[src/rtl/timing_monitor_pkg.sv]
// Shared timing-bus definitions: state encodings and bus width, common with the sequencer.
// No logic; constants and one helper only.
// No flow control.
package timing_monitor_pkg;

    // Number of timing steps on the one-hot bus (T0..T15).
    localparam int NSTEPS = 16;

    // Monitor state encodings (legacy-compatible 2-bit codes).
    localparam logic [1:0] ST_IDLE  = 2'd0;
    localparam logic [1:0] ST_TRACK = 2'd1;
    localparam logic [1:0] ST_FAULT = 2'd2;

    // Successor of a step index; 15 wraps back to 0.
    function automatic logic [3:0] next_step(input logic [3:0] s);
        return s + 4'd1;
    endfunction

endpackage

[src/rtl/timing_monitor_if.sv]
// Timing-bus bundle between the sequencer side and the timing monitor.
// No latency of its own; wires only.
// No backpressure: the bus is sampled every enabled cycle.
interface timing_monitor_if #(
    parameter int CW = 8
);
    logic          en;
    logic [15:0]   t_in;
    logic          jump_ok;
    logic          err_clr;
    logic [3:0]    step;
    logic          valid;
    logic          err_onehot;
    logic          err_seq;
    logic [CW-1:0] instr_count;
    logic          clr_req;

    modport master (
        output en, t_in, jump_ok, err_clr,
        input  step, valid, err_onehot, err_seq, instr_count, clr_req
    );

    modport slave (
        input  en, t_in, jump_ok, err_clr,
        output step, valid, err_onehot, err_seq, instr_count, clr_req
    );
endinterface

[src/rtl/timing_monitor_onehot_enc16.sv]
// Encodes a 16-bit one-hot timing bus to a 4-bit index and flags zero/multi-hot inputs.
// Purely combinational, zero latency.
// No flow control.
module onehot_enc16 (
    input  logic [15:0] d,
    output logic [3:0]  idx,
    output logic        is_zero,
    output logic        is_multi
);

    // OR together the indices of set bits; exact whenever exactly one bit is set.
    always_comb begin
        idx = 4'd0;
        for (int i = 0; i < 16; i++) begin
            if (d[i]) begin
                idx = idx | 4'(i);
            end
        end
    end

    assign is_zero  = (d == 16'd0);
    // Clearing the lowest set bit leaves something only if two or more were set.
    assign is_multi = ((d & (d - 16'd1)) != 16'd0);

endmodule

[src/rtl/timing_monitor.sv]
// Checks the sequencer's one-hot timing bus, re-encodes it to a step index, counts instructions.
// One cycle: t_in sampled at edge N is visible on step/valid/clr_req after edge N.
// No backpressure; en=0 freezes every register, including a pending clr_req pulse.
module timing_monitor
    import timing_monitor_pkg::*;
#(
    parameter int MAX_STEP = 15,
    parameter int CW       = 8
) (
    input  logic                clk,
    input  logic                res,
    timing_monitor_if.slave     bus
);

    logic [3:0]    enc_idx;
    logic          enc_zero;
    logic          enc_multi;
    logic          enc_one;

    logic [1:0]    state;
    logic [3:0]    step_r;
    logic          valid_r;
    logic          err_onehot_r;
    logic          err_seq_r;
    logic [CW-1:0] instr_count_r;
    logic          clr_req_r;
    logic          step_legal;

    onehot_enc16 u_enc (
        .d        (bus.t_in),
        .idx      (enc_idx),
        .is_zero  (enc_zero),
        .is_multi (enc_multi)
    );

    assign enc_one = !enc_zero && !enc_multi;

    // A step is legal if it advances by one (with wrap), clears to T0, or a parallel load is announced.
    assign step_legal = (enc_idx == next_step(step_r)) || (enc_idx == 4'd0) || bus.jump_ok;

    // Step/valid follow every enabled sample regardless of state; zero/multi samples hold the step.
    always_ff @(posedge clk or negedge res) begin
        if (!res) begin
            step_r  <= 4'd0;
            valid_r <= 1'b0;
        end else if (bus.en) begin
            if (enc_one) begin
                step_r  <= enc_idx;
                valid_r <= 1'b1;
            end else begin
                valid_r <= 1'b0;
            end
        end
    end

    // Sequence checker: state, sticky error flags, instruction counter and the clear-request pulse.
    always_ff @(posedge clk or negedge res) begin
        if (!res) begin
            state         <= ST_IDLE;
            err_onehot_r  <= 1'b0;
            err_seq_r     <= 1'b0;
            instr_count_r <= '0;
            clr_req_r     <= 1'b0;
        end else if (bus.en) begin
            clr_req_r <= 1'b0;
            if (bus.err_clr) begin
                // Clearing wins over any error raised by this same sample.
                err_onehot_r <= 1'b0;
                err_seq_r    <= 1'b0;
                state        <= ST_IDLE;
            end else begin
                case (state)
                    ST_IDLE: begin
                        if (enc_multi) begin
                            err_onehot_r <= 1'b1;
                            state        <= ST_FAULT;
                        end else if (enc_one) begin
                            // First valid step after idle is taken on trust.
                            state <= ST_TRACK;
                        end
                    end
                    ST_TRACK: begin
                        if (enc_multi) begin
                            err_onehot_r <= 1'b1;
                            state        <= ST_FAULT;
                        end else if (enc_one) begin
                            if (step_legal) begin
                                if ((enc_idx == 4'd0) && (step_r != 4'd0)) begin
                                    instr_count_r <= instr_count_r + 1'b1;
                                end
                                if (enc_idx == 4'(MAX_STEP)) begin
                                    clr_req_r <= 1'b1;
                                end
                            end else begin
                                err_seq_r <= 1'b1;
                                state     <= ST_FAULT;
                            end
                        end
                        // A zero sample is a decoder gap: hold everything.
                    end
                    ST_FAULT: begin
                        if (enc_multi) begin
                            err_onehot_r <= 1'b1;
                        end
                    end
                    default: begin
                        state <= ST_IDLE;
                    end
                endcase
            end
        end
    end

    assign bus.step        = step_r;
    assign bus.valid       = valid_r;
    assign bus.err_onehot  = err_onehot_r;
    assign bus.err_seq     = err_seq_r;
    assign bus.instr_count = instr_count_r;
    assign bus.clr_req     = clr_req_r;

endmodule

[src/flat_wrapper.sv]
// flat-port wrapper written by rule: the top's interface ports become plain ports
module timing_monitor_flat import timing_monitor_pkg::*;
#(
    parameter int MAX_STEP = 15,
    parameter int CW       = 8
)
  (clk, res, bus_en, bus_t_in, bus_jump_ok, bus_err_clr, bus_step, bus_valid, bus_err_onehot, bus_err_seq, bus_instr_count, bus_clr_req);
  timing_monitor_if #(.CW(CW)) bus_i ();
  input  logic clk;
  input  logic res;
  input wire logic [$bits(bus_i.en)-1:0] bus_en;
  input wire logic [$bits(bus_i.t_in)-1:0] bus_t_in;
  input wire logic [$bits(bus_i.jump_ok)-1:0] bus_jump_ok;
  input wire logic [$bits(bus_i.err_clr)-1:0] bus_err_clr;
  output wire logic [$bits(bus_i.step)-1:0] bus_step;
  output wire logic [$bits(bus_i.valid)-1:0] bus_valid;
  output wire logic [$bits(bus_i.err_onehot)-1:0] bus_err_onehot;
  output wire logic [$bits(bus_i.err_seq)-1:0] bus_err_seq;
  output wire logic [$bits(bus_i.instr_count)-1:0] bus_instr_count;
  output wire logic [$bits(bus_i.clr_req)-1:0] bus_clr_req;
  assign bus_i.en = bus_en;
  assign bus_i.t_in = bus_t_in;
  assign bus_i.jump_ok = bus_jump_ok;
  assign bus_i.err_clr = bus_err_clr;
  assign bus_step = bus_i.step;
  assign bus_valid = bus_i.valid;
  assign bus_err_onehot = bus_i.err_onehot;
  assign bus_err_seq = bus_i.err_seq;
  assign bus_instr_count = bus_i.instr_count;
  assign bus_clr_req = bus_i.clr_req;
  timing_monitor #(.MAX_STEP(MAX_STEP), .CW(CW)) u_core (.clk(clk), .res(res), .bus(bus_i));
endmodule
[config.mk]
export PLATFORM = sky130hd
export DESIGN_NAME = timing_monitor_flat
export DESIGN_NICKNAME = d
export VERILOG_FILES = /design/src/rtl/timing_monitor_pkg.sv /design/src/rtl/timing_monitor_if.sv /design/src/rtl/timing_monitor_onehot_enc16.sv /design/src/rtl/timing_monitor.sv /design/src/flat_wrapper.sv
export SDC_FILE = /design/constraint.sdc
export NUM_CORES = 1
export LEC_CHECK = 0
export CAP_MARGIN = 30
export CORE_UTILIZATION = 34
export CTS_BUF_LIST = sky130_fd_sc_hd__clkbuf_4 sky130_fd_sc_hd__clkbuf_8
export DETAILED_ROUTE_END_ITERATION = 6
export REMOVE_ABC_BUFFERS = 1
export SLEW_MARGIN = 15
export SYNTH_ARGS = -nofsm -noshare
export SYNTH_HDL_FRONTEND = slang
export SYNTH_SLANG_ARGS = --single-unit
[constraint.sdc]
create_clock -name clk -period 2.67 [get_ports clk]
set_input_delay 0.534 -clock clk [delete_from_list [all_inputs] [get_ports clk]]
set_output_delay 0.534 -clock clk [all_outputs]
set_load 0.005 [all_outputs]
==> flow_metrics.tcl <==
set metrics [dict create \
    gr-total-overflow 0 \
    async_reset_ff_share_pct 100 \
    slew_headroom_pct 48.3 \
    hold_violations 0 \
    ys_seq_area_share_pct 37.2 \
    cts_buffers 3 \
    max_freq_mhz 375 \
    worstSetupPathType "in2reg" \
    dieArea_mm2 0.00380 \
    start_util_pct 36.0 \
    drive_above_1_share_pct 33.7 \
    pwr-share-comb_pct 22.1 \
    synthTopCellsByCount "dfrtp_1, nand2_1, nor4_1" \
    finalWorstSetupSlack_ps 3.07 \
    synthTopCellsByArea "dfrtp_1, nor4_1, xnor2_1" \
    p_sw_share_pct 24.5 \
    synth_top_cell_area_share_pct 37.2 \
    rsz0062_at_grt "yes" \
    yosysWarnings 0 \
    vias 1256 \
    pwr-share-clk_pct 24.0 \
    drt_pass1_iterations 4 \
    cpMaxStageDelayCell "or4b_2" \
    worstPathCellList "clkdlybuf4s50_1 -> nor4_1 -> buf_4 -> nand2_1 -> xnor2_1 -> o41ai_1 -> buf_4 -> buf_4 -> or4b_2 -> o21ai_0" \
    yosysUniqueCellTypes 40 \
    cp-end-kind "flop" \
    p_seq_share_pct 53.9 \
    post_drt_wl_per_cell_um 13.6 \
    ys_ff_latch 18 \
    cpLargestDelayFamily "simple AND/OR/NAND/NOR gates" \
    synth_edf_count 0 \
    cts.root.buffer_cell "clkbuf_4" \
    holdWs_ps 471 \
    clk-insertion-delay-late_ps 280 \
    cts_tree "yes" \
    worstMarginPinSlew_ps 773 \
    switching_power_mw 0.127 \
    crit_cells 10 \
    drt_iter0_markers 39 \
    drt.antenna.violating_nets 0 \
    syn2layout_area_growth_pct 57.7 \
    synth_largest_area_cell "dfrtp_1" \
    clkTransAtPathRegs_ps 90 \
    synth_most_common_cell "dfrtp_1" \
    via_per_inst 5.19 \
    worstHoldPathCells 1 \
    dp_hpwl_um 2720 \
    peakVddDrop_v 0.000143 \
    antenna_found_initial 0 \
    finalSetupViolCount 0 \
    cp.arrival_ps 2870 \
    finalNetCount 222 \
    syn_area_mm2 0.00121 \
    finalWirelength_um 3290 \
    powerDensity_mw_per_mm2 273 \
    io_pins 37 \
    coreArea_mm2 0.00336 \
    grt_pass1_vias 1231 \
    drc_errors 0 \
    cp_num_buf_inv 4 \
    worst_clock_skew_ps 1.99 \
    p_int_mw 0.393 \
    start_kind "input pin" \
    gp_congestion 0.896 \
    reg2regPathDepth 8 \
    cap_violations 0 \
    numPortBuffers 36 \
    antenna_cells 0 \
    finalCriticalPeriod_ps 2670 \
    grt_pass1_wl_um 5460 \
    place_ws_ps -593 \
    grt_max_degree 19 \
    syn_inst 121 \
    rows 21 \
    leakage_nw 0.867 \
    chipHeight_um 61.7 \
    fin_setup_tns_ps 0 \
    crit_fanout 3 \
    cp_common_cell "buf_4" \
    postLayoutCoreUtil_pct 56.7 \
    clock-sinks 18 \
    synthFlopType "dfrtp_1" \
    syn_area_per_cell_um2 10.0 \
    outcome "completed" \
    post-route-period-util_pct 99.9 \
    required_ps 2880 \
    cts_max_path_buffers 2 \
    fillCellCount 330 \
    drv_slew 0 \
    cp_slowest_stage_delay_ps 590 \
    grt.total_usage_pct 19.0 \
    min_path_type "reg2reg" \
    htreeDepth 1 \
    die_x_um 61.7 \
]
worst register-to-register path: cells and delay by family, from the launching register on:
kind	cells	cell delay [ps]
xor+xnor	2	360
flops	1	470
fa+ha+maj	1	250
simple gates	1	590
buf+inv	2	280
compound gates	2	250
timing repair:
action                     in CTS  in global routing
gates resized for setup        43                  2
setup endpoints to repair      11                 12
pin swaps                       7                  3
setup buffers                   0                  0
hold buffers                    0                  0
layout by cell type, fill, tap and decap left out, drive strengths merged, types with 2 or more instances in the layout:
| cell type | count |
|---|---|
| and3 | 2 |
| buf | 45 |
| clkbuf | 3 |
| clkdlybuf4s15 | 3 |
| clkdlybuf4s50 | 24 |
| dfrtp | 18 |
| ha | 3 |
| inv | 7 |
| maj3 | 2 |
| mux2 | 5 |
| nand2 | 11 |
| nand3 | 3 |
| nand4 | 3 |
| nor2 | 7 |
| nor4 | 10 |
| o21ai | 5 |
| o22ai | 2 |
| o41ai | 3 |
| or3 | 2 |
| or4 | 6 |
| xnor2 | 7 |
| xor2 | 6 |
power by group through the flow:
stage / logic [mW] / clock network (mW) / registers (mW)
after floorplan: 0.0291 / 0 / 0.286
final: 0.115 / 0.125 / 0.281
after CTS: 0.114 / 0.134 / 0.281
after global placement: 0.116 / 0 / 0.286
after global routing: 0.126 / 0.148 / 0.282
after detailed placement: 0.119 / 0 / 0.286
area by class of cell:
class	count	area [um^2]	area share, %
multi-input cells	95	742	38.9
repair buffers	73	609	31.9
flip-flops and latches	18	450	23.6
well taps	46	57.6	3.02
inverters	7	26.3	1.38
clock buffers	3	22.5	1.18
metrics by stage:
stage                     instance area [um^2]  total power, mW  instances
after detailed placement                  1890            0.405        239
after global placement                    1890            0.402        239
after global routing                      1910            0.556        242
final                                     1910            0.521        242
after floorplan                           1200            0.315        120
after CTS                                 1900            0.529        242
cell families after synthesis:
group	share of synthesized area (%)
simple gates	24.4
fa+ha+maj	4.76
compound gates	15.2
buf+inv	3.10
xor+xnor	9.41
flops	37.2
mux	5.89
worst paths after layout:
check	endpoint	start	slack, ps
max	u_core.bus.err_seq	bus_t_in[14]	3
min	u_core.bus.instr_count[7]	u_core.bus.instr_count[7]	470
max reg2reg	u_core.bus.err_seq	u_core.bus.step[0]	400
min reg2reg	u_core.bus.instr_count[7]	u_core.bus.instr_count[7]	470
max in group asynchronous	u_core.bus.step[3]	res	1490
min in group asynchronous	u_core.bus.err_seq	res	700
state kept, by name (all words and copies together) (netlist names):
name,flops
u_core.bus.instr_count,8
u_core.bus.clr_req,1
u_core.bus.valid,1
u_core.bus.err_onehot,1
u_core.bus.err_seq,1
u_core.bus.step,4
u_core.state,2
metal layers:
layer  wire length [um]  global-route usage (%)
met1               1530                    25.3
met2               1620                    33.5
met3                124                    1.89
met4                 21                    3.81
met5                  0                       0
No activity file was read; power rests on OpenSTA's default activity.
